## src/rtl/ipu_pkg.sv

```systemverilog
// Shared definitions for the IPU frame-level control path.
package ipu_pkg;

  localparam int unsigned COORD_W = 11;
  localparam int unsigned THR_W   = 12;
  localparam logic [THR_W-1:0] THR_DEFAULT = 12'd2048;

  typedef enum logic [2:0] {
    IDLE,
    WAIT_SOF,
    ACTIVE,
    WAIT_RESULT,
    REPORT
  } ipu_state_e;

endpackage

```

## src/rtl/ipu_frame_sequencer.sv

```systemverilog
// Frame sequencer between capture and IPU: gates one whole frame at a time,
// shadows the colour threshold, waits for the IPU result and reports it to the host.
module ipu_frame_sequencer
  import ipu_pkg::*;
#(
  parameter int unsigned FRAME_W        = 640,
  parameter int unsigned FRAME_H        = 480,
  parameter int unsigned RESULT_TIMEOUT = 1024,
  parameter int unsigned MISS_LIMIT     = 4
) (
  input  logic               iCLK,
  input  logic               iRST,
  input  logic               iEnable,
  input  logic               iDVAL,
  input  logic [COORD_W-1:0] iX_Cont,
  input  logic [COORD_W-1:0] iY_Cont,
  output logic               oIPU_DVAL,
  output logic               oFrame_start,
  input  logic               iCfg_wr,
  input  logic [THR_W-1:0]   iCfg_thr,
  output logic [THR_W-1:0]   oThr,
  input  logic               iGD_DVAL,
  input  logic [COORD_W-1:0] iGD_X,
  input  logic [COORD_W-1:0] iGD_Y,
  output logic               oPos_valid,
  input  logic               iPos_ready,
  output logic [COORD_W-1:0] oPos_X,
  output logic [COORD_W-1:0] oPos_Y,
  output logic               oLost,
  output logic [15:0]        oFrame_cnt
);

  localparam int unsigned TMR_W  = $clog2(RESULT_TIMEOUT + 1);
  localparam int unsigned MISS_W = $clog2(MISS_LIMIT + 1);
  localparam logic [COORD_W-1:0] X_LAST   = COORD_W'(FRAME_W - 1);
  localparam logic [COORD_W-1:0] Y_LAST   = COORD_W'(FRAME_H - 1);
  localparam logic [TMR_W-1:0]   TMR_LAST = TMR_W'(RESULT_TIMEOUT - 1);
  localparam logic [MISS_W-1:0]  MISS_MAX = MISS_W'(MISS_LIMIT);

  ipu_state_e          state_q;
  logic [TMR_W-1:0]    timer_q;
  logic [MISS_W-1:0]   miss_q;
  logic [MISS_W-1:0]   miss_d;
  logic                have_result_q;
  logic [THR_W-1:0]    pending_q;
  logic [THR_W-1:0]    thr_q;
  logic [COORD_W-1:0]  pos_x_q;
  logic [COORD_W-1:0]  pos_y_q;
  logic                pos_valid_q;
  logic                lost_q;
  logic                frame_start_q;
  logic [15:0]         frame_cnt_q;
  logic [15:0]         frame_cnt_d;

  logic sof;
  logic eof;
  logic sof_accept;
  logic gd_capture;

  // A SOF seen while iEnable is low is neither accepted nor passed to the IPU.
  always_comb begin
    sof         = iDVAL && (iX_Cont == '0) && (iY_Cont == '0);
    eof         = iDVAL && (iX_Cont == X_LAST) && (iY_Cont == Y_LAST);
    sof_accept  = (state_q == WAIT_SOF) && iEnable && sof;
    gd_capture  = iGD_DVAL && ((state_q == ACTIVE) || (state_q == WAIT_RESULT));
    miss_d      = (miss_q >= MISS_MAX) ? MISS_MAX : miss_q + MISS_W'(1);
    frame_cnt_d = frame_cnt_q + (sof_accept ? 16'd1 : 16'd0);
  end

  assign oIPU_DVAL = iDVAL && ((state_q == ACTIVE) || sof_accept);

  always_ff @(posedge iCLK or negedge iRST) begin
    if (!iRST) begin
      state_q       <= IDLE;
      timer_q       <= '0;
      miss_q        <= '0;
      have_result_q <= 1'b0;
      pending_q     <= THR_DEFAULT;
      thr_q         <= THR_DEFAULT;
      pos_x_q       <= '0;
      pos_y_q       <= '0;
      pos_valid_q   <= 1'b0;
      lost_q        <= 1'b0;
      frame_start_q <= 1'b0;
      frame_cnt_q   <= '0;
    end else begin
      frame_start_q <= 1'b0;
      frame_cnt_q   <= frame_cnt_d;

      if (iCfg_wr) pending_q <= iCfg_thr;

      // Last result of the frame wins; results outside the frame window are dropped.
      if (gd_capture) begin
        pos_x_q       <= iGD_X;
        pos_y_q       <= iGD_Y;
        have_result_q <= 1'b1;
      end

      case (state_q)
        IDLE: begin
          if (iEnable) state_q <= WAIT_SOF;
        end
        WAIT_SOF: begin
          if (!iEnable) begin
            state_q <= IDLE;
          end else if (sof) begin
            thr_q         <= iCfg_wr ? iCfg_thr : pending_q;
            frame_start_q <= 1'b1;
            have_result_q <= 1'b0;
            state_q       <= ACTIVE;
          end
        end
        ACTIVE: begin
          if (eof) begin
            timer_q <= '0;
            state_q <= WAIT_RESULT;
          end
        end
        WAIT_RESULT: begin
          timer_q <= timer_q + TMR_W'(1);
          if (have_result_q || iGD_DVAL) begin
            miss_q      <= '0;
            lost_q      <= 1'b0;
            pos_valid_q <= 1'b1;
            state_q     <= REPORT;
          end else if (timer_q == TMR_LAST) begin
            miss_q <= miss_d;
            if (miss_d >= MISS_MAX) lost_q <= 1'b1;
            state_q <= WAIT_SOF;
          end
        end
        REPORT: begin
          if (iPos_ready) begin
            pos_valid_q <= 1'b0;
            state_q     <= iEnable ? WAIT_SOF : IDLE;
          end
        end
        default: state_q <= IDLE;
      endcase
    end
  end

  assign oFrame_start = frame_start_q;
  assign oThr         = thr_q;
  assign oPos_valid   = pos_valid_q;
  assign oPos_X       = pos_x_q;
  assign oPos_Y       = pos_y_q;
  assign oLost        = lost_q;
  assign oFrame_cnt   = frame_cnt_q;

endmodule

```

## config.mk

```make
export PLATFORM = sky130hd
export DESIGN_NAME = ipu_frame_sequencer
export DESIGN_NICKNAME = d
export VERILOG_FILES = /design/src/rtl/ipu_pkg.sv /design/src/rtl/ipu_frame_sequencer.sv
export SDC_FILE = /design/constraint.sdc
export NUM_CORES = 1
export LEC_CHECK = 0
export ABC_AREA = 1
export CORE_ASPECT_RATIO = 1.4
export CORE_MARGIN = 5
export CORE_UTILIZATION = 47
export CTS_CLUSTER_SIZE = 40
export DETAILED_ROUTE_END_ITERATION = 7
export PLACE_DENSITY = 0.81
export SYNTH_ARGS = -nofsm -noshare
export SYNTH_HDL_FRONTEND = slang
export SYNTH_SLANG_ARGS = --single-unit
```

## constraint.sdc

```tcl
create_clock -name iCLK -period 2.6 [get_ports iCLK]
set_input_delay 0.65 -clock iCLK [delete_from_list [all_inputs] [get_ports iCLK]]
set_output_delay 0.65 -clock iCLK [all_outputs]
set_load 0.05 [all_outputs]
```

; Word-level counts from Yosys, hierarchy flattened
; Index checks and enable logic that the tools add are counted.
[word_totals]
inputBits = 63
reg_bits = 83
output_inout_bits = 54
elab_cells = 83
[classes]
n_reduce_logical = 24
eq_ne = 13
mux = 29
n_addsub = 3
order_cmp = 2
[op_table]
columns = operator, n
row1 = two-way mux 3 bit, 10
row2 = "== test 11 x 10 -> 1 bit, second input constant", 2
row3 = logical NOT 11 bit, 2
row4 = one-hot mux 11 bit (2 select lines), 1
row5 = adder 16 x 1 -> 16 bit, 1
row6 = one-hot mux 3 bit (5 select lines), 1
row7 = two-way mux 1 bit, 14
row8 = two-way mux 12 bit, 1
row9 = "adder 11 x 1 -> 11 bit, second input constant", 1
row10 = "== test 11 x 9 -> 1 bit, second input constant", 1
row11 = two-way mux 11 bit, 1
row12 = AND reduction 3 bit, 3
row13 = logical AND 1 bit, 8
row14 = nonzero test 2 bit, 4
row15 = "== test 3 x 2 -> 1 bit, second input constant", 2
row16 = ">= comparator 3 bit, second input constant", 2
row17 = "!= test 2 bit, second input constant", 3
row18 = AND reduction 5 bit, 1
row19 = AND reduction 2 bit, 2
row20 = "adder 3 x 1 -> 3 bit, second input constant", 1
row21 = "== test 3 x 1 -> 1 bit, second input constant", 1
row22 = "== test 3 bit, second input constant", 1
row23 = logical NOT 3 bit, 1
row24 = logical OR 1 bit, 3
row25 = 4 further kinds, 4

; Logic depth before layout (Yosys ltp)
[logic_depth]
word_depth = 7
depth_mapped = 16
depth_no_buf = 15

; Worst setup path after synthesis
; Ideal clock, no wire load.
[synth_path]
path_type = in2reg
startpoint = input port iY_Cont[2]
endpoint = register frame_cnt_q[14], in the netlist oFrame_cnt[14]
n_path_buf = 1
slack_ps = 7
t_arrival_ps = 2511
setup_time_ps = 82
cell_stages = 15
required_ps = 2518
path_cell_list = nor2_1 nand2_1 nor2_1 nand4_4 clkinv_2 buf_6 ha_1 ha_1 nand2_1 nor2_2 nand3_1 nor2_1 nand3_1 nor2_1 xor2_1
[synth_between]
elab_chain_len = 5
[synth_lines]
columns = element, line_no
row1 = "start, declared", ipu_frame_sequencer.sv:16  ; input logic [COORD_W-1:0] iY_Cont,
row2 = logical NOT 11 bit, ipu_frame_sequencer.sv:62  ; sof = iDVAL && (iX_Cont == '0) && (iY_Cont == '0);
row3 = logical AND 1 bit, ipu_frame_sequencer.sv:62
row4 = logical AND 1 bit, ipu_frame_sequencer.sv:64  ; sof_accept = (state_q == WAIT_SOF) && iEnable && sof;
row5 = two-way mux 1 bit, ipu_frame_sequencer.sv:67  ; frame_cnt_d = frame_cnt_q + (sof_accept ? 16'd1 : 16'd0);
row6 = adder 16 x 1 -> 16 bit, ipu_frame_sequencer.sv:67
row7 = net frame_cnt_d[14], ipu_frame_sequencer.sv:53  ; logic [15:0] frame_cnt_d;
row8 = "end signal, assigned", ipu_frame_sequencer.sv:88  ; frame_cnt_q <= frame_cnt_d;
row9 = "end, declared", ipu_frame_sequencer.sv:52  ; logic [15:0] frame_cnt_q;
; The timed path passes the listed nets, and every way through them passes these cells.
; A chain may end at the register's enable or synchronous reset.

; Final worst setup path
[layout_path]
startpoint = input port iY_Cont[10]
endpoint = output port oIPU_DVAL
[layout_between]
elab_chain_len = 5
[layout_lines]
columns = element, line_no
row1 = logical NOT 11 bit, ipu_frame_sequencer.sv:62
row2 = logical AND 1 bit, ipu_frame_sequencer.sv:62
row3 = logical AND 1 bit, ipu_frame_sequencer.sv:64
row4 = logical OR 1 bit, ipu_frame_sequencer.sv:70  ; assign oIPU_DVAL = iDVAL && ((state_q == ACTIVE) || sof_accept);
row5 = logical AND 1 bit, ipu_frame_sequencer.sv:70
row6 = "end, declared", ipu_frame_sequencer.sv:17  ; output logic oIPU_DVAL,
; No other way between the ends.

==> impl_results.html <==
<table>
<tr><th>Metric</th><th>Value</th></tr>
<tr><th colspan="2">Synth</th></tr>
<tr><td>Avg Synthesized Cell Area</td><td>9.29 um2</td></tr>
<tr><td>Net count after synthesis</td><td>471</td></tr>
<tr><td>Number of enable flip-flop cells after synthesis</td><td>0</td></tr>
<tr><td>Flip-flop and latch count after synthesis</td><td>83</td></tr>
<tr><td>Post-synth ARST share</td><td>100%</td></tr>
<tr><td>Multiplexer area fraction after synthesis</td><td>6.62%</td></tr>
<tr><td>Adder-cell area share of the yosys netlist</td><td>1.67%</td></tr>
<tr><td>Summed instance area of the synthesized netlist</td><td>3740 um2</td></tr>
<tr><td>XOR/XNOR share of the synthesized area</td><td>3.28%</td></tr>
<tr><td>Part of the Yosys area used for sequential elements</td><td>55.6%</td></tr>
<tr><td>Yosys cell types</td><td>34</td></tr>
<tr><td>Leading register cell type out of synthesis</td><td>dfrtp_1</td></tr>
<tr><td>Syn Inst Count</td><td>403</td></tr>
<tr><td>Synth warn</td><td>0</td></tr>
<tr><td>Post-Synth Simple-Gate Area</td><td>24.0%</td></tr>
<tr><td>Dominant combinational cell family by area after synthesis</td><td>simple AND/OR/NAND/NOR gates</td></tr>
<tr><td>Complex-gate fraction of the synthesized area</td><td>3.98%</td></tr>
<tr><th colspan="2">Global route</th></tr>
<tr><td>Via count of the first global-routing pass</td><td>3371</td></tr>
<tr><td>Initial antenna violation count</td><td>0</td></tr>
<tr><td>Aggregate global-route resource usage</td><td>19.2%</td></tr>
<tr><td>Maximum number of pins on one net before global-route repair</td><td>41</td></tr>
<tr><td>First-pass GRT wire length</td><td>14900 um</td></tr>
<tr><td>Overflow after GRT</td><td>0</td></tr>
<tr><th colspan="2">Setup path</th></tr>
<tr><td>Launch instance of the worst register-to-register path</td><td>state_q[0]</td></tr>
<tr><td>Register-to-Register Path Depth</td><td>14</td></tr>
<tr><td>Cell seen most often among critical-path stages</td><td>buf_12</td></tr>
<tr><td>Endpoint arrival time on the critical path</td><td>1.91 ns</td></tr>
<tr><td>Cell-by-cell trace of the critical path</td><td>clkdlybuf4s50_1 &gt; inv_2 &gt; nand2_2 &gt; nor2_4 &gt; nand4_4 &gt; buf_12 &gt; a21oi_4 &gt; buf_12</td></tr>
<tr><td>Number of buffers and inverters on the critical path</td><td>4</td></tr>
<tr><td>Worst Setup Path Type</td><td>in2out</td></tr>
<tr><td>Beginning of the critical path</td><td>iY_Cont[10]</td></tr>
<tr><td>Largest delay share family, worst path</td><td>buffers and inverters</td></tr>
<tr><td>Setup crit start kind</td><td>input pin</td></tr>
<tr><td>Stages on worst setup path</td><td>8</td></tr>
<tr><td>Maximum cell stage delay along the critical path</td><td>0.41 ns</td></tr>
<tr><td>Crit. End Element</td><td>primary output</td></tr>
<tr><td>Worst path slowest cell</td><td>clkdlybuf4s50_1</td></tr>
<tr><td>R2R Setup Slk</td><td>0.25 ns</td></tr>
<tr><td>Data required time of the worst path</td><td>1.95 ns</td></tr>
<tr><td>Max Fanout on Critical Path</td><td>2</td></tr>
<tr><td>Capture instance of the worst register-to-register path</td><td>oFrame_cnt[8]</td></tr>
<tr><th colspan="2">CTS</th></tr>
<tr><td>Longest Clk Path Bufs</td><td>2</td></tr>
<tr><td>Clock sink total</td><td>83</td></tr>
<tr><td>Number of hold buffers added after CTS</td><td>0</td></tr>
<tr><td>Clock root buffer</td><td>clkbuf_8</td></tr>
<tr><td>TritonCTS Buffers</td><td>9</td></tr>
<tr><td>Source-to-sink clock delay at the later pin of the worst-skew pair</td><td>0.36 ns</td></tr>
<tr><td>Clock transition at the registers of the reported paths</td><td>0.08 ns</td></tr>
<tr><td>Clock tree from TritonCTS</td><td>built</td></tr>
<tr><td>Number of H-tree levels</td><td>3</td></tr>
<tr><th colspan="2">Timing</th></tr>
<tr><td>Smallest setup slack after layout</td><td>0.0420 ns</td></tr>
<tr><td>Transition at the pin with the smallest max-transition slack</td><td>0.528 ns</td></tr>
<tr><td>Highest achievable clock rate</td><td>0.391 GHz</td></tr>
<tr><td>Period Utilization, post-route</td><td>98.4%</td></tr>
<tr><td>Worst slew slack as a fraction of its limit</td><td>64.7%</td></tr>
<tr><td>Worst Skew</td><td>0.00618 ns</td></tr>
<tr><td>Final setup viols</td><td>0</td></tr>
<tr><td>Max-slew violation count</td><td>0</td></tr>
<tr><td>Time the final worst path needs with I/O delays and setup</td><td>2.56 ns</td></tr>
<tr><td>Final Hold Fails</td><td>0</td></tr>
<tr><td>Total Neg Setup Slack</td><td>0 ns</td></tr>
<tr><th colspan="2">Floorplanning</th></tr>
<tr><td>Width of the chip</td><td>85.4 um</td></tr>
<tr><td>Number of ports placed on the die boundary</td><td>117</td></tr>
<tr><td>Die Footprint</td><td>9870 um2</td></tr>
<tr><td>Placeable core area</td><td>7750 um2</td></tr>
<tr><td>Y dimension of the die</td><td>116 um</td></tr>
<tr><td>Number of placement rows</td><td>38</td></tr>
<tr><td>Starting density of the core</td><td>48.3%</td></tr>
<tr><th colspan="2">Drt</th></tr>
<tr><td>Number of detailed-routing iterations run before antenna repair</td><td>4</td></tr>
<tr><td>DRT iter0 DRCs</td><td>143</td></tr>
<tr><td>Vias after detailed routing</td><td>3152</td></tr>
<tr><td>Via-per-instance ratio</td><td>4.85</td></tr>
<tr><td>DR DRC count</td><td>0</td></tr>
<tr><td>DRT Wirelength</td><td>9040 um</td></tr>
<tr><td>Remaining number of nets flagged by the antenna check after routing</td><td>0</td></tr>
<tr><td>Routed WL per cell</td><td>13.9 um</td></tr>
<tr><th colspan="2">Hold path</th></tr>
<tr><td>Worst min-delay path category</td><td>in2async</td></tr>
<tr><th colspan="2">Layout</th></tr>
<tr><td>Number of antenna diodes</td><td>0</td></tr>
<tr><td>Fraction of layout instances using a drive strength above 1</td><td>16.5%</td></tr>
<tr><td>Commonest non-fill, non-tap cells in the layout</td><td>135 x nand2_1, 91 x clkdlybuf4s50_1, 81 x dfrtp_1</td></tr>
<tr><td>Most common library cell in the layout ignoring fill and taps</td><td>nand2_1</td></tr>
<tr><td>Core utilization of the finished layout</td><td>70.2%</td></tr>
<tr><td>Fin nets</td><td>613</td></tr>
<tr><td>Layout Area Growth over Synthesis</td><td>45.4%</td></tr>
<tr><td>Design Area, Final</td><td>5440 um2</td></tr>
<tr><th colspan="2">Pwr</th></tr>
<tr><td>Total leakage power</td><td>0.00265 uW</td></tr>
<tr><td>Pwr/cell area</td><td>847 nW/um2</td></tr>
<tr><td>Total power consumption of the routed design</td><td>4610 uW</td></tr>
<tr><td>Highest ir drop seen on vdd</td><td>0.792 mV</td></tr>
<tr><th colspan="2">Placement</th></tr>
<tr><td>Port Buf Inserts</td><td>116</td></tr>
<tr><td>Final weighted congestion in routability-driven placement</td><td>0.883</td></tr>
<tr><td>Detailed placement HPWL</td><td>6620 um</td></tr>
<tr><td>Total cell area at the placement stage</td><td>5090 um2</td></tr>
<tr><td>Placement Setup Slack</td><td>-0.344 ns</td></tr>
<tr><th colspan="2">Job</th></tr>
<tr><td>Total of max-cap violations</td><td>0</td></tr>
<tr><th colspan="2">Outcome</th></tr>
<tr><td>Status</td><td>finished, final reports clean</td></tr>
</table>
[power breakdown]
| group | switching (uW) | leakage, uW | internal [uW] |
|---|---|---|---|
| Combinational | 1140 | 0.00148 | 709 |
| Sequential | 192 | 0.00106 | 1580 |
| Clock | 435 | 0.000110 | 550 |
| Total | 1770 | 0.00265 | 2840 |
[flip-flops by register name (all words and copies together) (netlist names)]
| register | flops |
|---|---|
| timer_q | 11 |
| state_q | 3 |
| oThr | 12 |
| pending_q | 12 |
| oPos_X | 11 |
| oLost | 1 |
| oPos_Y | 11 |
| oFrame_cnt | 16 |
| oFrame_start | 1 |
| miss_q | 3 |
| have_result_q | 1 |
| oPos_valid | 1 |
[layer usage]
layer	vias to the layer above	global-route usage [%]	part of all wire, %
li1	1552	-	-
met1	1494	19.3	36
met2	90	34.8	54
met3	16	7.04	7.4
met4	0	8.98	2.3
met5	-	0	0
[kinds of logic after synthesis]
family,Yosys count
compound gates,27
xor+xnor,14
fa+ha+maj,5
buf+inv,42
flops,83
mux,22
simple gates,210
[layout make-up]
type / instances / area (um2)
tap: 100 / 125
inverter: 36 / 136
timing repair buffer: 137 / 1320
fill: 599 / 2310
clock inverter: 1 / 30.0
sequential: 83 / 2080
multi-input combinational: 278 / 1560
clock buffer: 15 / 186
[cells in the mapped netlist, types with 3 or more instances]
library cell	n	share of area, %
inv_1	31	3.1
ha_1	5	1.7
inv_2	4	0.40
dfrtp_1	81	54
xnor2_1	6	1.4
nor2_1	42	4.2
a31oi_1	4	0.67
o21ai_0	14	1.9
a21oi_1	5	0.67
buf_6	3	0.90
nand2_1	137	14
mux2_2	22	6.6
xor2_1	8	1.9
nand4_1	3	0.50
nand3_1	14	1.9
[repair_timing]
item                                    4_1_cts  5_1_grt
buffers inserted                              6        3
pin swaps                                    21        6
resized for setup                            32       14
endpoints found under the setup margin        1        7
hold endpoints to repair                      0        0
[through the flow]
stage / hold WS [ns] / instances
6_report: 0.256 / 650
5_1_grt: 0.278 / 650
3_3_place_gp: 0.453 / 625
2_1_floorplan: 0.354 / 403
3_5_place_dp: 0.456 / 625
4_1_cts: 0.252 / 647
[how the worst max path moves through the flow]
stage	slack [ns]	endpoint
final	0.04	oIPU_DVAL
after global routing	-0.04	oFrame_cnt[14]
after CTS	0.03	oIPU_DVAL
after detailed placement	-0.34	oFrame_cnt[14]
after global placement	-0.30	oFrame_cnt[15]
after floorplan	0.007	oFrame_cnt[14]
No activity file was read; power rests on OpenSTA's default activity.
